### src/rtl/la_aoi33_bist.sv
// Built-in self test for an external AOI33 cell: walks all 64 input patterns,
// compares the returned z against the ideal function and reports the results.
module la_aoi33_bist #(
    parameter        PROP   = "DEFAULT",
    parameter int    SETTLE = 2
) (
    input  logic       clk,
    input  logic       reset,
    input  logic       start,
    output logic [5:0] drive,
    input  logic       z_in,
    output logic       busy,
    output logic       done,
    output logic       pass,
    output logic [6:0] err_count,
    output logic [5:0] first_fail,
    output logic       first_fail_vld
);

    if (SETTLE < 1 || SETTLE > 255) begin : g_bad_settle
        $error("la_aoi33_bist: SETTLE must be in 1..255");
    end

    localparam logic [7:0] SETTLE_LAST = 8'(SETTLE - 1);

    typedef enum logic [1:0] {
        S_IDLE   = 2'd0,
        S_SETTLE = 2'd1,
        S_CHECK  = 2'd2,
        S_DONE   = 2'd3
    } state_t;

    function automatic logic aoi33(input logic [5:0] p);
        return ~((p[0] & p[1] & p[2]) | (p[3] & p[4] & p[5]));
    endfunction

    state_t     state_r, state_s;
    logic [7:0] cnt_r, cnt_s;
    logic [5:0] drive_s;
    logic       busy_s, done_s, pass_s;
    logic [6:0] err_count_s;
    logic [5:0] first_fail_s;
    logic       first_fail_vld_s;
    logic       mismatch_s;
    logic [6:0] err_upd_s;

    // Next-state and next-output logic for the pattern walker.
    always_comb begin
        state_s          = state_r;
        cnt_s            = cnt_r;
        drive_s          = drive;
        busy_s           = busy;
        done_s           = done;
        pass_s           = pass;
        err_count_s      = err_count;
        first_fail_s     = first_fail;
        first_fail_vld_s = first_fail_vld;

        mismatch_s = (z_in != aoi33(drive));
        if (mismatch_s && (err_count != 7'd64)) begin
            err_upd_s = err_count + 7'd1;
        end else begin
            err_upd_s = err_count;
        end

        case (state_r)
            S_IDLE, S_DONE: begin
                if (start) begin
                    state_s          = S_SETTLE;
                    cnt_s            = 8'd0;
                    drive_s          = 6'd0;
                    busy_s           = 1'b1;
                    done_s           = 1'b0;
                    pass_s           = 1'b0;
                    err_count_s      = 7'd0;
                    first_fail_s     = 6'd0;
                    first_fail_vld_s = 1'b0;
                end else begin
                    state_s = state_r;
                end
            end
            S_SETTLE: begin
                if (cnt_r == SETTLE_LAST) begin
                    state_s = S_CHECK;
                    cnt_s   = 8'd0;
                end else begin
                    cnt_s = cnt_r + 8'd1;
                end
            end
            S_CHECK: begin
                err_count_s = err_upd_s;
                if (mismatch_s && !first_fail_vld) begin
                    first_fail_s     = drive;
                    first_fail_vld_s = 1'b1;
                end else begin
                    first_fail_vld_s = first_fail_vld;
                end
                // Pass is judged on the count including pattern 63's own result.
                if (drive == 6'd63) begin
                    state_s = S_DONE;
                    busy_s  = 1'b0;
                    done_s  = 1'b1;
                    pass_s  = (err_upd_s == 7'd0);
                end else begin
                    state_s = S_SETTLE;
                    cnt_s   = 8'd0;
                    drive_s = drive + 6'd1;
                end
            end
            default: begin
                state_s          = S_IDLE;
                cnt_s            = 8'd0;
                drive_s          = 6'd0;
                busy_s           = 1'b0;
                done_s           = 1'b0;
                pass_s           = 1'b0;
                err_count_s      = 7'd0;
                first_fail_s     = 6'd0;
                first_fail_vld_s = 1'b0;
            end
        endcase
    end

    // State and output registers with synchronous reset taking priority.
    always_ff @(posedge clk) begin
        if (reset) begin
            state_r        <= S_IDLE;
            cnt_r          <= 8'd0;
            drive          <= 6'd0;
            busy           <= 1'b0;
            done           <= 1'b0;
            pass           <= 1'b0;
            err_count      <= 7'd0;
            first_fail     <= 6'd0;
            first_fail_vld <= 1'b0;
        end else begin
            state_r        <= state_s;
            cnt_r          <= cnt_s;
            drive          <= drive_s;
            busy           <= busy_s;
            done           <= done_s;
            pass           <= pass_s;
            err_count      <= err_count_s;
            first_fail     <= first_fail_s;
            first_fail_vld <= first_fail_vld_s;
        end
    end

endmodule

### config.mk
export PLATFORM = sky130hd
export DESIGN_NAME = la_aoi33_bist
export DESIGN_NICKNAME = d
export VERILOG_FILES = /design/src/rtl/la_aoi33_bist.sv
export SDC_FILE = /design/constraint.sdc
export NUM_CORES = 1
export LEC_CHECK = 0
export CELL_PAD_IN_SITES_DETAIL_PLACEMENT = 0
export CELL_PAD_IN_SITES_GLOBAL_PLACEMENT = 1
export CORE_ASPECT_RATIO = 1.2
export CORE_UTILIZATION = 40
export DETAILED_ROUTE_END_ITERATION = 8
export GPL_ROUTABILITY_DRIVEN = 0
export MAX_ROUTING_LAYER = met4
export PLACE_DENSITY_LB_ADDON = 0.1
export SYNTH_ARGS = -nofsm -noshare
export SYNTH_HDL_FRONTEND = slang
export SYNTH_SLANG_ARGS = --single-unit
### constraint.sdc
create_clock -name clk -period 3.4 [get_ports clk]
set_clock_uncertainty 0.2 [all_clocks]
set_input_delay 0.68 -clock clk [delete_from_list [all_inputs] [get_ports clk]]
set_output_delay 0.68 -clock clk [all_outputs]
set_load 0.01 [all_outputs]
Word-level counts from Yosys, hierarchy flattened
Index checks and enable logic that the tools add are counted.
{"block": "word_totals", "reg_bits": 33, "input_bits": 4, "output_inout_bits": 23, "elab_cells": 69}
{"block": "op_classes", "n_addsub": 3, "eq_ne": 12, "muxes": 26, "n_bitwise": 6, "reduce_logical": 13}
{"cell": "8-bit two-way mux", "count": 3}
{"cell": "6-bit one-hot mux with 2 select lines", "count": 2}
{"cell": "8-bit one-hot mux with 3 select lines", "count": 1}
{"cell": "6-bit two-way mux", "count": 3}
{"cell": "7-bit two-way mux", "count": 2}
{"cell": "7-bit one-hot mux with 2 select lines", "count": 1}
{"cell": "2-bit != test, second input constant", "count": 5}
{"cell": "3-bit AND reduction", "count": 3}
{"cell": "8-bit by 1-bit adder with 8-bit output, second input constant", "count": 1}
{"cell": "8-bit by 1-bit equality test with 1-bit output, second input constant", "count": 1}
{"cell": "1-bit one-hot mux with 2 select lines", "count": 4}
{"cell": "7-bit by 1-bit adder with 7-bit output, second input constant", "count": 1}
{"cell": "7-bit logical NOT", "count": 1}
{"cell": "7-bit != test, second input constant", "count": 1}
{"cell": "6-bit by 1-bit adder with 6-bit output, second input constant", "count": 1}
{"cell": "6-bit equality test, second input constant", "count": 1}
{"cell": "1-bit two-way mux", "count": 6}
{"cell": "2-bit two-way mux", "count": 3}
{"cell": "2-bit one-hot mux with 3 select lines", "count": 1}
{"cell": "2-bit AND reduction", "count": 3}
{"cell": "1-bit AND", "count": 4}
{"cell": "2-bit equality test, second input constant", "count": 2}
{"cell": "2-bit by 1-bit equality test with 1-bit output, second input constant", "count": 1}
{"cell": "1-bit logical AND", "count": 2}
{"cell": "other kinds (7)", "count": 7}

Depth between registers and ports, before layout
{"block": "logic_depth", "depth_word": 10, "mapped_depth": 9, "ltp_nobuf": 7}

Worst setup path after synthesis
Ideal clock, no wire load.
{"block": "synth_path", "kind": "register -> register", "from": "register drive[0]", "to": "register pass", "setup_time_ns": 0.096, "arrival_ns": 2.250, "required_ns": 3.104, "setup_slack_ns": 0.854, "path_stages_with_launch": 8, "n_path_buf": 0, "period_less_slack_ns": 2.546, "path_cell_list": "dfxtp_1 ha_1 ha_1 a311o_2 a31oi_4 mux2_4 o31a_1 o41ai_2"}
{"block": "synth_between", "elab_chain_cells": 10, "elab_cells_between_ends": 13, "classes_between": "3 x eq/ne; 3 x mux; 4 x bitwise; 3 x reduce/logical"}
{"item": "from (decl)", "line": "10", "source": "output logic [5:0] drive,"}
{"item": "from (signal assigned)", "line": "139", "source": "drive <= drive_s;"}
{"item": "1-bit AND (2 in series)", "line": "34", "source": "return ~((p[0] & p[1] & p[2]) | (p[3] & p[4] & p[5]));"}
{"item": "1-bit OR", "line": "34"}
{"item": "1-bit inverter", "line": "34"}
{"item": "1-bit != test", "line": "59", "source": "mismatch_s = (z_in != aoi33(drive));"}
{"item": "1-bit logical AND", "line": "60", "source": "if (mismatch_s && (err_count != 7'd64)) begin"}
{"item": "7-bit two-way mux", "line": "60"}
{"item": "7-bit logical NOT", "line": "103", "source": "pass_s = (err_upd_s == 7'd0);"}
{"item": "1-bit two-way mux", "line": "99", "source": "if (drive == 6'd63) begin"}
{"item": "1-bit one-hot mux with 2 select lines", "line": "66", "source": "case (state_r)"}
{"item": "to (signal assigned)", "line": "142", "source": "pass <= pass_s;"}
{"item": "to (decl)", "line": "14", "source": "output logic pass,"}
Several ways; a longest one is shown, not always the timed one. The select of a mux whose other input is x is not followed.
A chain may end at the register's enable or synchronous reset.

Worst setup path in the final report
Ends and elaborated chain as after synthesis.

==> run summary <==
leakage dissipation: 0.000745 uW
Buf/Inv on CP: 0
Seq/Total Area, Yosys: 35.8%
Hold Worst Slack: 0.310 ns
nets: 257
Post-CTS Setup Inserts: 0
cell with the most instances after synthesis: dfxtp_1
initial DRC count: 112
final worst slack: 0.746 ns
worst slack, placed: 0.490 ns
Post-synth ARST share: 0%
dpl hpwl: 3240 um
Port Buf Inserts: 26
CTS Root Cell: clkbuf_8
met2 Track Usage GR: 33.8%
Worst Tran Pin Value: 0.559 ns
via count: 1693
Die Wd: 64.0 um
fillcell total: 393
layout cells sized above 1: 7.76%
Slew headroom: 62.7%
Clock Sinks: 33
Worst path most repeated cell: ha_1
RSZ-0062 raised after global routing: false
HP Class: flop to flop
hold-fix buffer count after cts: 0
DRC Markers: 0
EDFF count, synth: 0
Std-Cell Rows: 26
ant diodes: 0
post-synthesis cell area: 1840 um^2
synth-to-layout area growth: 19.9%
H-tree Lvls: 2
first-pass GRT wire length: 7710 um
total wire length: 4350 um
Yosys top cell by area: dfxtp_1
met3 usage: 4.04%
delay of the slowest cell on the worst path: 0.42 ns
Mapped Nets: 235
drt pass-1 iters: 4
most crowded layer after global routing: met2
CTS tree: built
core box area: 4330 um^2
Max Slew Vio Count: 0
I/O pins: 27
Gate Count Post-Synth: 222
CTS Buf Count: 5
count of cell types in the netlist: 44
CTS max path bufs: 2
Worst-path clk slew: 0.07 ns
initial cell density of the core: 42.6%
Yosys top cell area share: 35.8%
CP Max Fanout: 5
setup TNS: 0 ns
vias in the first global route: 1642
initial antenna violation count: 0
post-route ant nets: 0
Tot GR Track Use: 20.4%
DR vias/cell: 5.62
most area-consuming cells after synthesis: dfxtp_1, a21oi_1, ha_1
required time of the critical path: 3.39 ns
met1 usage: 24.6%
synth cell count leaders: dfxtp_1, nor2_1, a21oi_1
run status: complete, no violations
Startpoint Class: flop
Tot Pwr: 815 uW
pin count of the biggest net entering global routing: 17
top_reg_cell synth: dfxtp_1
Power Density: 369 nW/um^2
cell area after layout: 2210 um^2
post_cts resized: 0
Fmax: 0.377 GHz
die area: 4890 um^2
GRT Residual Overflow: 0
syn avg cell area: 8.31 um^2
placed cell areas: 2130 um^2
yosys warns: 0
Slowest cell on crit path: a311o_2
Final min period: 2.65 ns
CP cell instances: ha_1 -> ha_1 -> a311o_2 -> a31oi_4 -> mux2_4 -> o31a_1 -> o41ai_2
Top delay family on crit path: compound AO/OA/AOI/OAI gates
final setup vio count: 0
WL per Instance: 14.4 um
worst setup path class: flop to flop
Worst EP arrival: 2.65 ns
crit share post-route: 78.0%
VDD IR-drop max: 0.000226 V
latest clock arrival within the worst-skew pair: 0.28 ns
Max Cap Viol: 0
die height: 76.4 um
Final Hold Viols: 0
kind of end point of the critical path: flop
Seq cells post-synth: 33
[report_power, final]
group	leakage [uW]	switching (uW)	internal, uW
Clock	0.0000450	143	142
Sequential	0.000267	10.4	395
Combinational	0.000434	76.6	48.0
[path summary, 6_finish.rpt]
| kind | start | endpoint | slack, ns | depth (start not counted) |
|---|---|---|---|---|
| setup / recovery | drive[0]$_SDFFE_PP0P_ | pass$_SDFFE_PP0P_ | 0.75 | 7 |
| hold reg to reg | first_fail[5]$_SDFFE_PP0P_ | first_fail[5]$_SDFFE_PP0P_ | 0.31 | 2 |
| hold / removal | first_fail[5]$_SDFFE_PP0P_ | first_fail[5]$_SDFFE_PP0P_ | 0.31 | 2 |
| setup reg to reg | drive[0]$_SDFFE_PP0P_ | pass$_SDFFE_PP0P_ | 0.75 | 7 |
[metal layers]
layer / share of wire, % / vias up / wire length, um
li1: - / 849 / -
met1: 45 / 816 / 1970
met2: 51 / 23 / 2220
met3: 2.6 / 5 / 111
met4: 1.0 / 0 / 44
met5: 0 / - / 0
[cells in the final DEF (no fill, tap or decap), types with 3 or more instances in the layout]
cell type / instances
inv_1: 6
ha_1: 9
nand4_1: 8
nand2_1: 13
xor2_1: 5
a21oi_1: 23
nand3_1: 10
and3_1: 4
clkbuf_8: 5
nor3_1: 10
dfxtp_1: 33
xnor2_1: 6
clkdlybuf4s50_1: 26
nor2_1: 27
a22oi_1: 6
a41oi_1: 3
o21ai_0: 14
[cell type report]
cell class / count / area [um^2] / share of cell area (%)
inverters: 6 / 22.5 / 1.02
clock inverters: 2 / 10.0 / 0.453
flip-flops and latches: 33 / 661 / 29.9
well taps: 56 / 70.1 / 3.17
clock buffers: 6 / 72.6 / 3.28
repair buffers: 28 / 275 / 12.5
multi-input cells: 170 / 1100 / 49.7
[flip-flops by register name, summed over array words and instances (netlist names)]
register / cells
state_r: 2
first_fail: 6
pass: 1
err_count: 7
done: 1
first_fail_vld: 1
busy: 1
drive: 6
cnt_r: 8
[kinds of logic (layout without fill, tap and decap cells)]
group	after synthesis	in the layout	share of synthesized area, %
adder cells (fa/ha/maj)	9	9	6.11
XOR/XNOR	11	11	5.22
AND/OR/NAND/NOR	88	88	24.8
buffers and inverters	19	42	4.55
flip-flops	33	33	35.8
AO/OA/AOI/OAI	61	61	22.7
multiplexers	1	1	0.814
[metrics by stage]
stage,cells,util [%]
final,301,51.1
after CTS,301,51.1
after global routing,301,51.1
after detailed placement,293,49.2
after floorplan,222,-
after global placement,293,49.2
[tightest hold or removal path: cells and delay by family, from the launching register on]
| family | cells | cell delay [ns] |
|---|---|---|
| flip-flops | 1 | 0.34 |
| AO/OA/AOI/OAI | 1 | 0.07 |
| AND/OR/NAND/NOR | 1 | 0.07 |
No activity file was read; power rests on OpenSTA's default activity.
